<file path="config.mk">
export PLATFORM = sky130hd
export DESIGN_NAME = calc_op_sequencer
export DESIGN_NICKNAME = d
export VERILOG_FILES = /design/src/rtl/calc_pkg.sv /design/src/rtl/mul_shift_add_step.sv /design/src/rtl/calc_op_sequencer.sv
export SDC_FILE = /design/constraint.sdc
export NUM_CORES = 1
export LEC_CHECK = 0
export BUFFER_PORTS_ARGS = -buffer_cell sky130_fd_sc_hd__buf_2
export CORE_AREA = 2 2 179 181
export CTS_CLUSTER_DIAMETER = 40
export DETAILED_ROUTE_END_ITERATION = 10
export DIE_AREA = 0 0 181 183
export PLACE_DENSITY_LB_ADDON = 0.25
export SYNTH_ARGS = -nofsm -noshare
export SYNTH_HDL_FRONTEND = slang
export SYNTH_SLANG_ARGS = --single-unit
</file>
<file path="constraint.sdc">
create_clock -name clk -period 16.4 [get_ports clk]
set_input_delay 3.28 -clock clk [delete_from_list [all_inputs] [get_ports clk]]
set_output_delay 3.28 -clock clk [all_outputs]
set_load 0.05 [all_outputs]
</file>
<file path="src/rtl/calc_pkg.sv">
// calc_pkg: operator codes, sequencer states and datapath width shared by the calculator blocks
package calc_pkg;
  localparam int CALC_WIDTH = 16;
  localparam logic [2:0] OP_ADD = 3'b001;
  localparam logic [2:0] OP_SUB = 3'b010;
  localparam logic [2:0] OP_MUL = 3'b100;
  typedef enum logic [1:0] {S_IDLE, S_ADDSUB, S_MUL, S_DONE} seq_state_t;
endpackage

</file>
<file path="src/rtl/mul_shift_add_step.sv">
// mul_shift_add_step: one combinational shift-add multiply iteration
module mul_shift_add_step
  import calc_pkg::*;
#(
  parameter int WIDTH = CALC_WIDTH
) (
  input  logic [2*WIDTH-1:0] i_acc,
  input  logic [2*WIDTH-1:0] i_mcand,
  input  logic               i_bit,
  output logic [2*WIDTH-1:0] o_acc
);
  assign o_acc = i_acc + (i_bit ? i_mcand : '0);
endmodule

</file>
<file path="src/rtl/calc_op_sequencer.sv">
// calc_op_sequencer: schedules add, subtract and shift-add multiply on one adder,
// returning a registered WIDTH-bit result with overflow/error flags and a done pulse
module calc_op_sequencer
  import calc_pkg::*;
#(
  parameter int WIDTH = CALC_WIDTH
) (
  input  logic             clk,
  input  logic             nRST,
  input  logic             start,
  input  logic [2:0]       op,
  input  logic [WIDTH-1:0] operand_a,
  input  logic [WIDTH-1:0] operand_b,
  output logic             busy,
  output logic             done,
  output logic [WIDTH-1:0] result,
  output logic             overflow,
  output logic             error
);
  localparam int CW = $clog2(WIDTH);
  localparam logic [CW-1:0] LAST = CW'(WIDTH - 1);
  seq_state_t         r_state;
  logic [2:0]         r_op;
  logic [WIDTH-1:0]   r_a, r_b, r_mplier, r_result;
  logic [2*WIDTH-1:0] r_acc, r_mcand;
  logic [CW-1:0]      r_cnt;
  logic               r_neg, r_overflow, r_error;
  logic               w_accept, w_legal, w_mul_ovf;
  logic [WIDTH-1:0]   w_mag_a, w_mag_b;
  logic [WIDTH:0]     w_sum;
  logic [2*WIDTH-1:0] w_acc_next, w_prod;
  assign w_accept = start && (r_state == S_IDLE || r_state == S_DONE);
  assign w_legal  = op == OP_ADD || op == OP_SUB || op == OP_MUL;
  // Unsigned WIDTH-bit magnitude: the most negative value maps to 2^(WIDTH-1), which still fits
  assign w_mag_a = operand_a[WIDTH-1] ? -operand_a : operand_a;
  assign w_mag_b = operand_b[WIDTH-1] ? -operand_b : operand_b;
  assign w_sum = r_op == OP_SUB ? {r_a[WIDTH-1], r_a} - {r_b[WIDTH-1], r_b}
                                : {r_a[WIDTH-1], r_a} + {r_b[WIDTH-1], r_b};
  mul_shift_add_step #(.WIDTH(WIDTH)) u_step (
    .i_acc   (r_acc),
    .i_mcand (r_mcand),
    .i_bit   (r_mplier[r_cnt]),
    .o_acc   (w_acc_next)
  );
  assign w_prod = r_neg ? -w_acc_next : w_acc_next;
  // Product fits in signed WIDTH bits only if its upper bits are a pure sign extension
  assign w_mul_ovf = !(&w_prod[2*WIDTH-1:WIDTH-1] || !(|w_prod[2*WIDTH-1:WIDTH-1]));
  assign busy     = r_state == S_ADDSUB || r_state == S_MUL;
  assign done     = r_state == S_DONE;
  assign result   = r_result;
  assign overflow = r_overflow;
  assign error    = r_error;
  always_ff @(posedge clk or negedge nRST) begin
    if (!nRST) begin
      r_state    <= S_IDLE;
      r_op       <= '0;
      r_a        <= '0;
      r_b        <= '0;
      r_mplier   <= '0;
      r_mcand    <= '0;
      r_acc      <= '0;
      r_cnt      <= '0;
      r_neg      <= 1'b0;
      r_result   <= '0;
      r_overflow <= 1'b0;
      r_error    <= 1'b0;
    end else if (w_accept) begin
      r_op     <= op;
      r_a      <= operand_a;
      r_b      <= operand_b;
      r_mplier <= w_mag_b;
      r_mcand  <= {{WIDTH{1'b0}}, w_mag_a};
      r_acc    <= '0;
      r_cnt    <= '0;
      r_neg    <= operand_a[WIDTH-1] ^ operand_b[WIDTH-1];
      r_state  <= !w_legal ? S_DONE : (op == OP_MUL ? S_MUL : S_ADDSUB);
      if (!w_legal) begin
        r_result   <= '0;
        r_overflow <= 1'b0;
        r_error    <= 1'b1;
      end
    end else if (r_state == S_ADDSUB) begin
      r_result   <= w_sum[WIDTH-1:0];
      r_overflow <= w_sum[WIDTH] ^ w_sum[WIDTH-1];
      r_error    <= 1'b0;
      r_state    <= S_DONE;
    end else if (r_state == S_MUL) begin
      r_acc   <= w_acc_next;
      r_mcand <= r_mcand << 1;
      r_cnt   <= r_cnt + 1'b1;
      if (r_cnt == LAST) begin
        r_result   <= w_prod[WIDTH-1:0];
        r_overflow <= w_mul_ovf;
        r_error    <= 1'b0;
        r_state    <= S_DONE;
      end
    end else if (r_state == S_DONE) begin
      r_state <= S_IDLE;
    end
  end
endmodule

</file>
; ---- After elaboration in Yosys (flattened, before gate mapping)
; Index checks and enable logic that the tools add are counted.
[totals]
reg_bits = 140
latchBits = 0
ramBits = 0
rom_bits = 0
input_bits = 38
out_inout_bits = 20
word_cells = 89
memories = 0
[classes]
add_sub_neg = 7
mul = 0
n_div = 0
magnitude_cmp = 1
n_eq_ne = 11
shift = 0
n_mux = 38
bitwise = 2
reduce_logical = 18
[op_table]
columns = operator, count
row1 = $mux 32, 8
row2 = $mux 16, 7
row3 = $add 32x32->32, 1
row4 = $neg 16->16, 2
row5 = $neg 32->32, 1
row6 = $add 16x16->17, 1
row7 = $mux 17, 1
row8 = $reduce_and 17->1, 1
row9 = $reduce_or 17->1, 1
row10 = $sub 16x16->17, 1
row11 = $mux 2, 7
row12 = $mux 4, 3
row13 = $mux 1, 11
row14 = $eq 3x2->1 const B, 2
row15 = $reduce_bool 3->1, 2
row16 = $logic_or 1x1->1, 5
row17 = $lt 4x5->1 const B, 1
row18 = $add 4x1->4 const B, 1
row19 = $bmux 1 s4, 1
row20 = $eq 2x2->1 const B, 2
row21 = $eq 4x4->1 const B, 1
row22 = $ne 2x2->1 const B, 2
row23 = $ne 4x3->1 const B, 1
row24 = $reduce_and 2->1, 2
row25 = 10 further kinds, 12

; ---- Depth between registers and ports, before layout
; Gate-level depths: netlist (run 1).
[depth]
ltp_word = 14
mapped_depth = 22
ltp_nobuf = 19

; ---- Hierarchy
; Synthesis (run 1) repeated with hierarchy kept, for this count alone.
[hier_totals]
hier_cells = 1200
area_unflattened_um2 = 10289.9
[by_module_without_submodules]
columns = module, n_inst, cells_per_inst, area_each_um2, seq_area_each_um2
row1 = calc_op_sequencer, 1, 914, 8210.4, 3478.3
row2 = mul_shift_add_step, 1, 286, 2079.5, 0.0

; ---- Least setup slack after synthesis (run 1)
; Ideal clock, no wire load.
[synth_path]
path_kind = input to register
from = input port operand_b[0]
to = register r_mplier[13]
setup_ps = 135
arrival_time_ps = 5263
t_required_ps = 16265
path_slack_ps = 11002
stages = 7
path_buffers = 0
path_cell_list = or3_1 -> or3_1 -> or3_1 -> or4_1 -> o41ai_1 -> xor2_1 -> o21ai_0
[synth_between]
elab_chain_cells = 2
[synth_rtl]
columns = item, line_no
row1 = "start, declared", calc_op_sequencer.sv:13  ; input logic [WIDTH-1:0] operand_b,
row2 = $neg 16->16, calc_op_sequencer.sv:36  ; assign w_mag_b = operand_b[WIDTH-1] ? -operand_b : operand_b;
row3 = $mux 16, calc_op_sequencer.sv:36
row4 = "end signal, assigned", calc_op_sequencer.sv:71  ; r_mplier <= w_mag_b;
row5 = "end, declared", calc_op_sequencer.sv:24  ; logic [WIDTH-1:0] r_a, r_b, r_mplier, r_result;
; Every way passes these cells.
; A chain may end at the register's enable or synchronous reset.

; ---- Worst setup path in the final report (run 1)
[layout_path]
from = register r_cnt[1]
to = register r_overflow, in the netlist overflow
[layout_between]
elab_chain_cells = 14
elab_cells_between_ends = 18
classes_between = add/sub: 2 / eq/ne: 1 / mux: 8 / reduce/logical: 7
[layout_rtl]
columns = item, line_no
row1 = "start, declared", calc_op_sequencer.sv:26  ; logic [CW-1:0] r_cnt;
row2 = "start signal, assigned", calc_op_sequencer.sv:90  ; r_cnt <= r_cnt + 1'b1;
row3 = $bmux 1 s4, calc_op_sequencer.sv:42  ; .i_bit (r_mplier[r_cnt]),
row4 = $mux 1 (not written as such), calc_op_sequencer.sv:42
row5 = $mux 32, mul_shift_add_step.sv:12  ; assign o_acc = i_acc + (i_bit ? i_mcand : '0);
row6 = $add 32x32->32, mul_shift_add_step.sv:12
row7 = $neg 32->32, calc_op_sequencer.sv:45  ; assign w_prod = r_neg ? -w_acc_next : w_acc_next;
row8 = $mux 32, calc_op_sequencer.sv:45
row9 = $reduce_or 17->1, calc_op_sequencer.sv:47  ; assign w_mul_ovf = !(&w_prod[2*WIDTH-1:WIDTH-1] || !(|w_prod[2*WIDTH-1:WIDTH-1]));
row10 = $logic_not 1->1, calc_op_sequencer.sv:47
row11 = $logic_or 1x1->1, calc_op_sequencer.sv:47
row12 = $logic_not 1->1, calc_op_sequencer.sv:47
row13 = $mux 1, calc_op_sequencer.sv:91  ; if (r_cnt == LAST) begin
row14 = $mux 1, calc_op_sequencer.sv:87  ; end else if (r_state == S_MUL) begin
row15 = $mux 1, calc_op_sequencer.sv:82  ; end else if (r_state == S_ADDSUB) begin
row16 = $mux 1, calc_op_sequencer.sv:67  ; end else if (w_accept) begin
row17 = "end signal, assigned", calc_op_sequencer.sv:84  ; r_overflow <= w_sum[WIDTH] ^ w_sum[WIDTH-1];
row18 = "end signal, assigned", calc_op_sequencer.sv:93  ; r_overflow <= w_mul_ovf;
row19 = "end, declared", calc_op_sequencer.sv:27  ; logic r_neg, r_overflow, r_error;
; Several ways; a longest one is shown, not always the timed one. The select of a mux whose other input is x is not followed.

==> results of run 1 <==
## path summary, 6_finish.rpt
| path | from | to | slack, ps | cells after the start |
|---|---|---|---|---|
| max reg2reg | r_cnt[1] | overflow | 10290 | 20 |
| max | r_cnt[1] | overflow | 10290 | 20 |
| min in group asynchronous | nRST | r_mcand[20] | 2840 | 1 |
| max in group asynchronous | nRST | r_acc[18] | 12260 | 2 |
| min reg2reg | r_mplier[12] | r_mplier[12] | 480 | 2 |
| min | r_mplier[12] | r_mplier[12] | 480 | 2 |
## cell families after synthesis
| group | Yosys count |
|---|---|
| xor+xnor | 92 |
| buf+inv | 100 |
| flops | 139 |
| simple gates | 509 |
| fa+ha+maj | 57 |
| mux | 13 |
| compound gates | 377 |
## through the flow
step | setup slack, ps | hold slack, ps
6_report | 10290 | 478.3
5_1_grt | 9790 | 503.0
4_1_cts | 10320 | 482.6
3_5_place_dp | 10190 | 466.0
3_3_place_gp | 10240 | 460.9
2_1_floorplan | 11000 | 443.3
## worst max-delay path, stage by stage (launching register included)
cell and delay, ps:
sky130_fd_sc_hd__dfrtp_1 490, sky130_fd_sc_hd__mux4_2 530, sky130_fd_sc_hd__nor2b_1 140, sky130_fd_sc_hd__a211oi_1 270, sky130_fd_sc_hd__a21oi_2 50, sky130_fd_sc_hd__buf_4 230, sky130_fd_sc_hd__and2_1 190, sky130_fd_sc_hd__ha_1 210
sky130_fd_sc_hd__fa_1 440, sky130_fd_sc_hd__a211oi_2 320, sky130_fd_sc_hd__o21ai_1 220, sky130_fd_sc_hd__a211oi_2 400, sky130_fd_sc_hd__o21ai_0 180, sky130_fd_sc_hd__a311oi_2 620, sky130_fd_sc_hd__nand3_1 290, sky130_fd_sc_hd__or4b_1 590
sky130_fd_sc_hd__nor2_1 150, sky130_fd_sc_hd__a21oi_1 100, sky130_fd_sc_hd__xor2_1 180, sky130_fd_sc_hd__a211oi_1 310, sky130_fd_sc_hd__a221oi_2 90
## sequential cells by signal (all words and copies together) (netlist names)
name	flops
error	1
r_mplier	15
overflow	1
r_neg	1
result	16
r_state	2
r_mcand	32
r_b	16
r_cnt	4
r_acc	32
r_op	3
r_a	16
## final cells by class
class | count | area, um^2
clock buffers | 17 | 425.4
clock inverters | 15 | 153.9
fillers | 3286 | 19490
inverters | 34 | 127.6
multi-input cells | 1048 | 6681
flip-flops and latches | 139 | 3478
well taps | 402 | 503.0
repair buffers | 67 | 366.6
## Yosys cell counts, types with 4 or more instances
cell type	instances	area, um^2
sky130_fd_sc_hd__o41ai_1	4	35.03
sky130_fd_sc_hd__nand2b_1	7	43.79
sky130_fd_sc_hd__inv_1	32	120.1
sky130_fd_sc_hd__a221oi_1	4	35.03
sky130_fd_sc_hd__a211o_1	6	52.55
sky130_fd_sc_hd__o2111ai_1	4	35.03
sky130_fd_sc_hd__or2_2	5	31.28
sky130_fd_sc_hd__nand2_1	237	889.6
sky130_fd_sc_hd__xor2_1	58	508.0
sky130_fd_sc_hd__a21o_1	15	112.6
sky130_fd_sc_hd__and2_1	42	262.8
sky130_fd_sc_hd__o21bai_1	4	30.03
sky130_fd_sc_hd__nor3b_1	5	37.54
sky130_fd_sc_hd__or3_1	16	100.1
sky130_fd_sc_hd__buf_1	10	37.54
sky130_fd_sc_hd__or4_1	11	82.58
sky130_fd_sc_hd__o21a_1	6	45.04
sky130_fd_sc_hd__clkbuf_1	56	210.2
sky130_fd_sc_hd__a2111oi_0	5	43.79
sky130_fd_sc_hd__o211ai_1	6	45.04
sky130_fd_sc_hd__o21ai_1	5	25.02
sky130_fd_sc_hd__a21oi_1	67	335.3
sky130_fd_sc_hd__nor2b_1	10	62.56
sky130_fd_sc_hd__mux4_2	4	90.09
sky130_fd_sc_hd__a22o_1	33	289.0
sky130_fd_sc_hd__a211oi_1	14	105.1
sky130_fd_sc_hd__xnor2_1	34	297.8
sky130_fd_sc_hd__nand3_1	30	150.1
sky130_fd_sc_hd__nor4_1	11	68.82
sky130_fd_sc_hd__ha_1	55	688.2
sky130_fd_sc_hd__o31ai_1	14	105.1
sky130_fd_sc_hd__a31oi_1	12	75.07
sky130_fd_sc_hd__mux2i_1	6	60.06
sky130_fd_sc_hd__and4_1	6	52.55
sky130_fd_sc_hd__o21ai_0	134	670.6
sky130_fd_sc_hd__nand4_1	7	43.79
sky130_fd_sc_hd__and3_1	7	43.79
sky130_fd_sc_hd__nor2_1	80	300.3
sky130_fd_sc_hd__nor3_1	20	100.1
sky130_fd_sc_hd__dfrtp_1	139	3478
## metal layers
| layer | track usage (%) | share of wire [%] | up-vias |
|---|---|---|---|
| li1 | - | - | 4683 |
| met5 | 0 | 0 | - |
| met1 | 25.29 | 47 | 4479 |
| met2 | 30.72 | 46 | 207 |
| met4 | 6.894 | 2.8 | 0 |
| met3 | 2.760 | 3.6 | 48 |
## report_power, final
group	switching (W)	internal (W)	leakage, nW	total (W)
Sequential	0.0000945	0.000461	1.82	0.000555
Clock	0.000176	0.000214	0.281	0.000390
Combinational	0.000997	0.000566	3.24	0.00156
==> impl_metrics.env, run 1 <==
export IMPL_run_status="complete, no violations"
export IMPL_synthesis_yosys_warnings=0
export IMPL_routabilityCongestion=0.8598
export IMPL_cts_hold_repair_buffers=0
export IMPL_cp_data_required_time_ps=16710
export IMPL_layout_cells_non_filler=1722
export IMPL_globalRoute_totalOverflow=0
export IMPL_syn_area_um2=10510
export IMPL_core_area_um2=31230
export IMPL_dp_hpwl_um=22650
export IMPL_startpoint_type="flip-flop"
export IMPL_synth_fp_nets=1382
export IMPL_remaining_drc_errors=0
export IMPL_number_of_diodes_added_for_antenna_fixing=0
export IMPL_place_area_um2=11160
export IMPL_grt_util_all_layers_pct=18.78
export IMPL_timing_slew_headroom_pct=32.55
export IMPL_design_area_um2=11740
export IMPL_drt_antenna_violating_nets=0
export IMPL_routed_wire_length_per_instance_um=17.58
export IMPL_layout_cells_most_common="sky130_fd_sc_hd__nand2_1"
export IMPL_total_power_w=0.002509
export IMPL_area_growth_synth_to_finish_pct=11.65
export IMPL_final_max_slew_viols=0
export IMPL_postSynthCellCount=1287
export IMPL_setup_violations_final=0
export IMPL_async_set_reset_flop_share_out_of_synthesis_pct=100.0
export IMPL_dr_total_vias=9417
export IMPL_mean_syn_cell_area_um2=8.167
export IMPL_holdCritPathClass="reg2reg"
export IMPL_synth_simple_gate_area_share_pct=23.21
export IMPL_clk_pin_slew_ps=60
export IMPL_max_cap_violations=0
export IMPL_fmax_mhz=163.6
export IMPL_design_die_area_um2=33120
export IMPL_power_static_leakage_nw=5.335
export IMPL_worstMarginPinSlew_ps=1009
export IMPL_design_final_nets=1402
export IMPL_finClkSkew_ps=13.05
export IMPL_timing_critical_path_to_type="flip-flop"
export IMPL_most_common_layout_cells="236 x sky130_fd_sc_hd__nand2_1, 139 x sky130_fd_sc_hd__dfrtp_1, 134 x sky130_fd_sc_hd__o21ai_0"
export IMPL_final_period_minus_worst_setup_slack_ps=6114
export IMPL_final_min_period_over_clock_period_pct=37.28
export IMPL_rsz0062_at_grt="false"
export IMPL_yosys_area_share_adder_pct=6.928
export IMPL_cts_max_path_buffers=2
export IMPL_grt_start_max_net_pins=93
export IMPL_chipHeight_um=183
export IMPL_place_detailed_instances=1690
export IMPL_postCtsSetupRepairBufs=0
export IMPL_clock_tree_root_cell="sky130_fd_sc_hd__clkbuf_16"
export IMPL_critical_path_class="reg2reg"
export IMPL_floorplan_initialDensity_pct=33.66
export IMPL_drt_first_iter_violations=631
export IMPL_setup_total_negative_slack_ps=0
export IMPL_die_wd_um=181
export IMPL_synth_seq_area_share_pct=33.09
export IMPL_cts_tree="built"
export IMPL_synth_top_family_by_area="compound AO/OA/AOI/OAI gates"
export IMPL_postSynth_topFlopCell="sky130_fd_sc_hd__dfrtp_1"
export IMPL_grt_pass1_vias=9106
export IMPL_share_of_cell_area_taken_by_muxes_after_synthesis_pct=1.786
export IMPL_wirelength_um=30280
export IMPL_synth_compound_area_share_pct=23.75
export IMPL_synth_edf_count=0
export IMPL_num_rows=65
export IMPL_power_density_over_the_cells_nw_per_um2=213.7
export IMPL_critPathMaxFanout=32
export IMPL_clkSinkCount=139
export IMPL_port_buffer_count=57
export IMPL_io_pins=58
export IMPL_max_vdd_ir_drop_mv=0.1144
export IMPL_ys_seq_elements=139
export IMPL_cts_max_level=4
export IMPL_clock_insertion_delay_worst_skew_ps=450
export IMPL_finish_utilization_pct=37.58
export IMPL_final_layout_size_suffix_gt1_share_pct=10.23
export IMPL_cts_resized=0
export IMPL_timing_hold_violations_final=0
export IMPL_grt_pass1_wl_um=49310
export IMPL_cts_inserted_buffers=17
export IMPL_yosys_cell_types_count=82
export IMPL_synthXorXnorAreaFrac_pct=7.666
export IMPL_grt_antenna_before_repair=0
export IMPL_avgViaCountPerCell=5.469
export IMPL_dr_pass1_iters=5
export IMPL_worst_ep_arrival_time_ps=6430
(Power assumes the default switching activity.)
==> inputs of run 2 (changes only) <==
==> constraint.sdc (replaced) <==
create_clock -name clk -period 6.1 [get_ports clk]
set_input_delay 1.22 -clock clk [delete_from_list [all_inputs] [get_ports clk]]
set_output_delay 1.22 -clock clk [all_outputs]
set_load 0.05 [all_outputs]
==> impl_metrics.env, run 2 (same netlist as run 1, synthesis figures left out) <==
export IMPL_startpoint_type="flip-flop"
export IMPL_timing_critical_path_cells="mux4_2, nor2b_1, a211oi_1, a21oi_2, and2_1, ha_1, fa_1, a211oi_2, o211ai_1, a31oi_1, xnor2_1, or4b_4, or4_4, o41ai_4, xor2_1, nand4_1, nor4_1, and4_1, a221oi_2"
export IMPL_wirelength_um=31510
export IMPL_fmax_mhz=173.7
export IMPL_worst_ep_arrival_time_ps=6060
export IMPL_setup_total_negative_slack_ps=0
export IMPL_worstMarginPinSlew_ps=1049
export IMPL_finClkSkew_ps=14.78
export IMPL_design_die_area_um2=33120
export IMPL_grt_antenna_before_repair=0
export IMPL_cp_data_required_time_ps=6410
export IMPL_slowest_stage="sky130_fd_sc_hd__or4_4"
export IMPL_grt_pass1_vias=9304
export IMPL_drt_first_iter_violations=640
export IMPL_grt_pass1_wl_um=51120
export IMPL_io_pins=58
export IMPL_globalRoute_totalOverflow=0
export IMPL_avgViaCountPerCell=5.512
export IMPL_grt_start_max_net_pins=94
export IMPL_power_density_over_the_cells_nw_per_um2=579.2
export IMPL_timing_critical_path_to_type="flip-flop"
export IMPL_most_common_layout_cells="236 x sky130_fd_sc_hd__nand2_1, 137 x sky130_fd_sc_hd__dfrtp_1, 134 x sky130_fd_sc_hd__o21ai_0"
export IMPL_cts_max_path_buffers=2
export IMPL_timing_slew_headroom_pct=29.78
export IMPL_layout_cells_non_filler=1741
export IMPL_clock_tree_root_cell="sky130_fd_sc_hd__clkbuf_16"
export IMPL_place_area_um2=11280
export IMPL_final_layout_size_suffix_gt1_share_pct=11.87
export IMPL_floorplan_initialDensity_pct=33.66
export IMPL_routed_wire_length_per_instance_um=18.10
export IMPL_chipHeight_um=183
export IMPL_critical_path_class="reg2reg"
export IMPL_dr_pass1_iters=5
export IMPL_remaining_drc_errors=0
export IMPL_multi_input_comb_area_um2=6698
export IMPL_clk_pin_slew_ps=70
export IMPL_r2r_setup_slack_ps=340
export IMPL_timing_hold_violations_final=0
export IMPL_dr_total_vias=9596
export IMPL_place_detailed_instances=1707
export IMPL_drt_antenna_violating_nets=0
export IMPL_final_min_period_over_clock_period_pct=94.37
export IMPL_cts_max_level=4
export IMPL_holdCritPathClass="reg2reg"
export IMPL_dp_hpwl_um=23660
export IMPL_worst_path_dominant_cell_family="simple AND/OR/NAND/NOR gates"
export IMPL_cts_inserted_buffers=17
export IMPL_clock_insertion_delay_worst_skew_ps=450
export IMPL_critical_path_n_buffers_inverters=0
export IMPL_critPathMaxFanout=10
export IMPL_grt_util_all_layers_pct=19.47
export IMPL_die_wd_um=181
export IMPL_routabilityCongestion=0.9145
export IMPL_power_static_leakage_nw=5.408
export IMPL_final_critical_path_setup_slack_ps=343.4
export IMPL_final_max_slew_viols=0
export IMPL_design_area_um2=11880
export IMPL_run_status="complete, no violations"
export IMPL_num_rows=65
export IMPL_area_growth_synth_to_finish_pct=13.00
export IMPL_largest_registers_in_the_final_layout="r_acc: 32 flops, r_mcand: 32 flops"
export IMPL_final_period_minus_worst_setup_slack_ps=5757
export IMPL_port_buffer_count=57
export IMPL_max_vdd_ir_drop_mv=0.3129
export IMPL_setup_violations_final=0
export IMPL_cp_slowest_stage_delay_ps=610
export IMPL_core_area_um2=31230
export IMPL_layout_cells_most_common="sky130_fd_sc_hd__nand2_1"
export IMPL_cts_tree="built"
export IMPL_number_of_diodes_added_for_antenna_fixing=0
export IMPL_clkSinkCount=139
export IMPL_max_cap_violations=0
export IMPL_fillers=3235
export IMPL_detailedPlace_worstSlack_ps=325.4
export IMPL_design_final_nets=1421
export IMPL_final_seq_area_um2=3481
==> run 2: changes by cell type in the layout (fill, tap and decap cells not counted), moves of 2 or more <==
cell	delta
sky130_fd_sc_hd__clkbuf_8	+2
sky130_fd_sc_hd__inv_8	-3
sky130_fd_sc_hd__dfrtp_2	+2
sky130_fd_sc_hd__dfrtp_1	-2
sky130_fd_sc_hd__buf_4	+19
==> run 2: path summary, 6_finish.rpt <==
path,depth (start not counted),end,start
min,2,result[15],result[15]
max in group asynchronous,2,result[11],nRST
min in group asynchronous,1,r_mcand[20],nRST
max reg2reg,19,overflow,r_cnt[1]
min reg2reg,2,result[15],result[15]
max,19,overflow,r_cnt[1]
==> run 2: timing repair <==
action,CTS,global route
setup endpoints to repair,0,1
hold endpoints to repair,0,0
resized for setup,0,5
hold buffers,0,0
setup buffers,0,2
==> run 2: per-layer routing <==
| layer | vias to the layer above | GRT usage (%) | part of all wire, % |
|---|---|---|---|
| met3 | 42 | 2.800 | 3.7 |
| met1 | 4612 | 25.56 | 46 |
| met2 | 226 | 33.37 | 48 |
| met5 | - | 0 | 0 |
| met4 | 0 | 5.756 | 1.9 |
| li1 | 4716 | - | - |
==> run 2: power by group <==
part / total, W / switching [W] / internal (W)
combinational: 0.00437 / 0.00276 / 0.00160
sequential: 0.00149 / 0.000253 / 0.00124
clock: 0.00102 / 0.000472 / 0.000549
==> run 2: metrics by stage <==
step,utilization [%],power [W],hold slack (ps)
final,38.03,0.006879,477.3
after global routing,38.03,0.007490,501.2
after CTS,37.92,0.006859,483.1
after detailed placement,36.13,0.005809,467.1
after global placement,36.13,0.005782,457.8
after floorplan,-,0.004626,443.3
==> run 2: cell type report <==
cell class / instances / share of cell area [%]
multi-input combinational: 1048 / 56.39
sequential: 139 / 29.31
timing repair buffer: 86 / 4.287
tap: 402 / 4.235
clock buffer: 19 / 3.813
inverter: 34 / 1.074
clock inverter: 13 / 0.8954
==> run 2: worst register-to-register path: cells and delay by family, from the launching register on <==
family / cells / cell delay (ps)
mux: 1 / 500
flops: 1 / 440
compound gates: 7 / 1460
simple gates: 7 / 2140
fa+ha+maj: 2 / 660
xor+xnor: 2 / 410
==> inputs of run 3 (changes only) <==
==> constraint.sdc (replaced) <==
create_clock -name clk -period 6.5 [get_ports clk]
set_input_delay 1.3 -clock clk [delete_from_list [all_inputs] [get_ports clk]]
set_output_delay 1.3 -clock clk [all_outputs]
set_load 0.05 [all_outputs]
==> impl_metrics.env, run 3 (same netlist as run 1, synthesis figures left out) <==
export IMPL_most_common_layout_cells="236 x sky130_fd_sc_hd__nand2_1, 139 x sky130_fd_sc_hd__dfrtp_1, 134 x sky130_fd_sc_hd__o21ai_0"
export IMPL_io_pins=58
export IMPL_critical_path_n_buffers_inverters=0
export IMPL_final_min_period_over_clock_period_pct=90.33
export IMPL_avgViaCountPerCell=5.449
export IMPL_holdCritPathClass="reg2reg"
export IMPL_floorplan_initialDensity_pct=33.66
export IMPL_wirelength_um=31610
export IMPL_timing_critical_path_cells="mux4_2, nor2b_1, a211oi_1, a21oi_2, and2_1, ha_1, fa_1, a211oi_2, o21ai_1, a21o_1, a41oi_1, xor2_1, and4_1, nand4_2, or4_1, a21oi_1, o21ai_1, nor4_1, a221oi_2"
export IMPL_clock_insertion_delay_worst_skew_ps=450
export IMPL_grt_pass1_vias=9369
export IMPL_design_die_area_um2=33120
export IMPL_cts_max_level=4
export IMPL_holdPathStages=2
export IMPL_max_cap_violations=0
export IMPL_cts_max_path_buffers=2
export IMPL_num_rows=65
export IMPL_die_wd_um=181
export IMPL_chipHeight_um=183
export IMPL_clk_pin_slew_ps=60
export IMPL_clock_tree_root_cell="sky130_fd_sc_hd__clkbuf_16"
export IMPL_dr_pass1_iters=5
export IMPL_grt_util_all_layers_pct=19.56
export IMPL_worst_setup_path_startpoint="r_cnt[1]"
export IMPL_worstReg2RegStart="r_cnt[1]"
export IMPL_timing_hold_violations_final=0
export IMPL_run_status="complete, no violations"
export IMPL_core_area_um2=31230
export IMPL_cts_resized=0
export IMPL_timing_critical_path_mode_cell="sky130_fd_sc_hd__o21ai_1"
export IMPL_area_growth_synth_to_finish_pct=12.94
export IMPL_layout_cells_most_common="sky130_fd_sc_hd__nand2_1"
export IMPL_fmax_mhz=170.3
export IMPL_port_buffer_count=57
export IMPL_largest_registers_in_the_final_layout="r_acc: 32 flops, r_mcand: 32 flops"
export IMPL_grt_pass1_wl_um=51150
export IMPL_dr_total_vias=9471
export IMPL_design_area_um2=11870
export IMPL_place_area_um2=11270
export IMPL_timing_slew_headroom_pct=31.66
export IMPL_hp_start="result[2]"
export IMPL_power_density_over_the_cells_nw_per_um2=543.8
export IMPL_grt_start_max_net_pins=92
export IMPL_setup_total_negative_slack_ps=0
export IMPL_clkSinkCount=139
export IMPL_drt_first_iter_violations=568
export IMPL_critPathMaxFanout=12
export IMPL_worst_path_stages=19
export IMPL_dp_hpwl_um=23930
export IMPL_finClkSkew_ps=14.68
export IMPL_worst_ep_arrival_time_ps=6180
export IMPL_routed_wire_length_per_instance_um=18.19
export IMPL_cp_data_required_time_ps=6810
export IMPL_slowest_stage="sky130_fd_sc_hd__or4_1"
export IMPL_reg2reg_depth=19
export IMPL_hold_slack_ps=471.1
export IMPL_power_static_leakage_nw=5.410
export IMPL_remaining_drc_errors=0
export IMPL_design_final_nets=1417
export IMPL_critical_path_class="reg2reg"
export IMPL_fillers=3266
export IMPL_postCtsSetupRepairBufs=0
export IMPL_cts_hold_repair_buffers=0
export IMPL_drt_antenna_violating_nets=0
export IMPL_cp_slowest_stage_delay_ps=530
export IMPL_final_max_slew_viols=0
export IMPL_grt_antenna_before_repair=2
export IMPL_max_vdd_ir_drop_mv=0.2475
export IMPL_worst_path_dominant_cell_family="compound AO/OA/AOI/OAI gates"
export IMPL_worstMarginPinSlew_ps=1023
export IMPL_final_layout_size_suffix_gt1_share_pct=11.09
export IMPL_cts_tree="built"
export IMPL_final_period_minus_worst_setup_slack_ps=5871
export IMPL_startpoint_type="flip-flop"
export IMPL_globalRoute_totalOverflow=0
export IMPL_routabilityCongestion=0.8751
export IMPL_timing_critical_path_to_type="flip-flop"
export IMPL_rsz0062_at_grt="false"
export IMPL_setup_violations_final=0
export IMPL_cts_inserted_buffers=17
[run 3: cell count changes in the layout (fill, tap and decap cells not counted), sizes merged]
| cell | change |
|---|---|
| buf | -4 |
| bufinv | +3 |
| inv | -2 |
| clkinvlp | -1 |
| clkbuf | -1 |
| diode | +2 |
[run 3: per-stage QoR]
stage,instances,worst slack (ps),util [%],total power [W]
global placement,1705,696.7,36.09,0.005414
floorplan,1287,1103,-,0.004342
CTS,1736,658.3,38.00,0.006496
detailed placement,1705,685.0,36.09,0.005449
global route,1738,41.81,38.01,0.007019
finish,1738,628.8,38.01,0.006456
[run 3: final timing paths]
check	to	slack [ps]
worst max-delay path	overflow	630
worst min-delay path	result[2]	470
worst max register to register	overflow	630
worst min register to register	result[2]	470
max in group asynchronous	r_cnt[0]	4520
min in group asynchronous	r_mcand[23]	770
[run 3: worst min-delay path: stages (launching register included)]
cell and delay [ps]:
sky130_fd_sc_hd__dfrtp_1 330, sky130_fd_sc_hd__nand2_1 50, sky130_fd_sc_hd__o21ai_0 60
[run 3: final cells by class]
cell class,count,area [um^2],share of cell area (%)
clock inverters,13,167.7,1.412
repair buffers,82,479.2,4.037
multi-input cells,1048,6681,56.28
well taps,402,503.0,4.237
flip-flops and latches,139,3478,29.30
clock buffers,18,429.2,3.615
diodes,2,5.005,0.04216
inverters,34,127.6,1.075
[run 3: power breakdown]
group	total (W)	switching, W	internal (W)
combinational	0.00403	0.00255	0.00148
clock	0.00102	0.000418	0.000604
sequential	0.00140	0.000240	0.00116
total	0.00646	0.00321	0.00325
[run 3: routing by layer]
layer  part of all wire, %  routed length [um]  vias to the layer above  global-route usage (%)
met5                     0                   0                        -                       0
met4                   2.6                 819                        0                   7.187
met3                   3.7                1178                       52                   3.237
met2                    47               14970                      208                   32.65
met1                    46               14640                     4504                   25.59
li1                      -                   -                     4707                       -
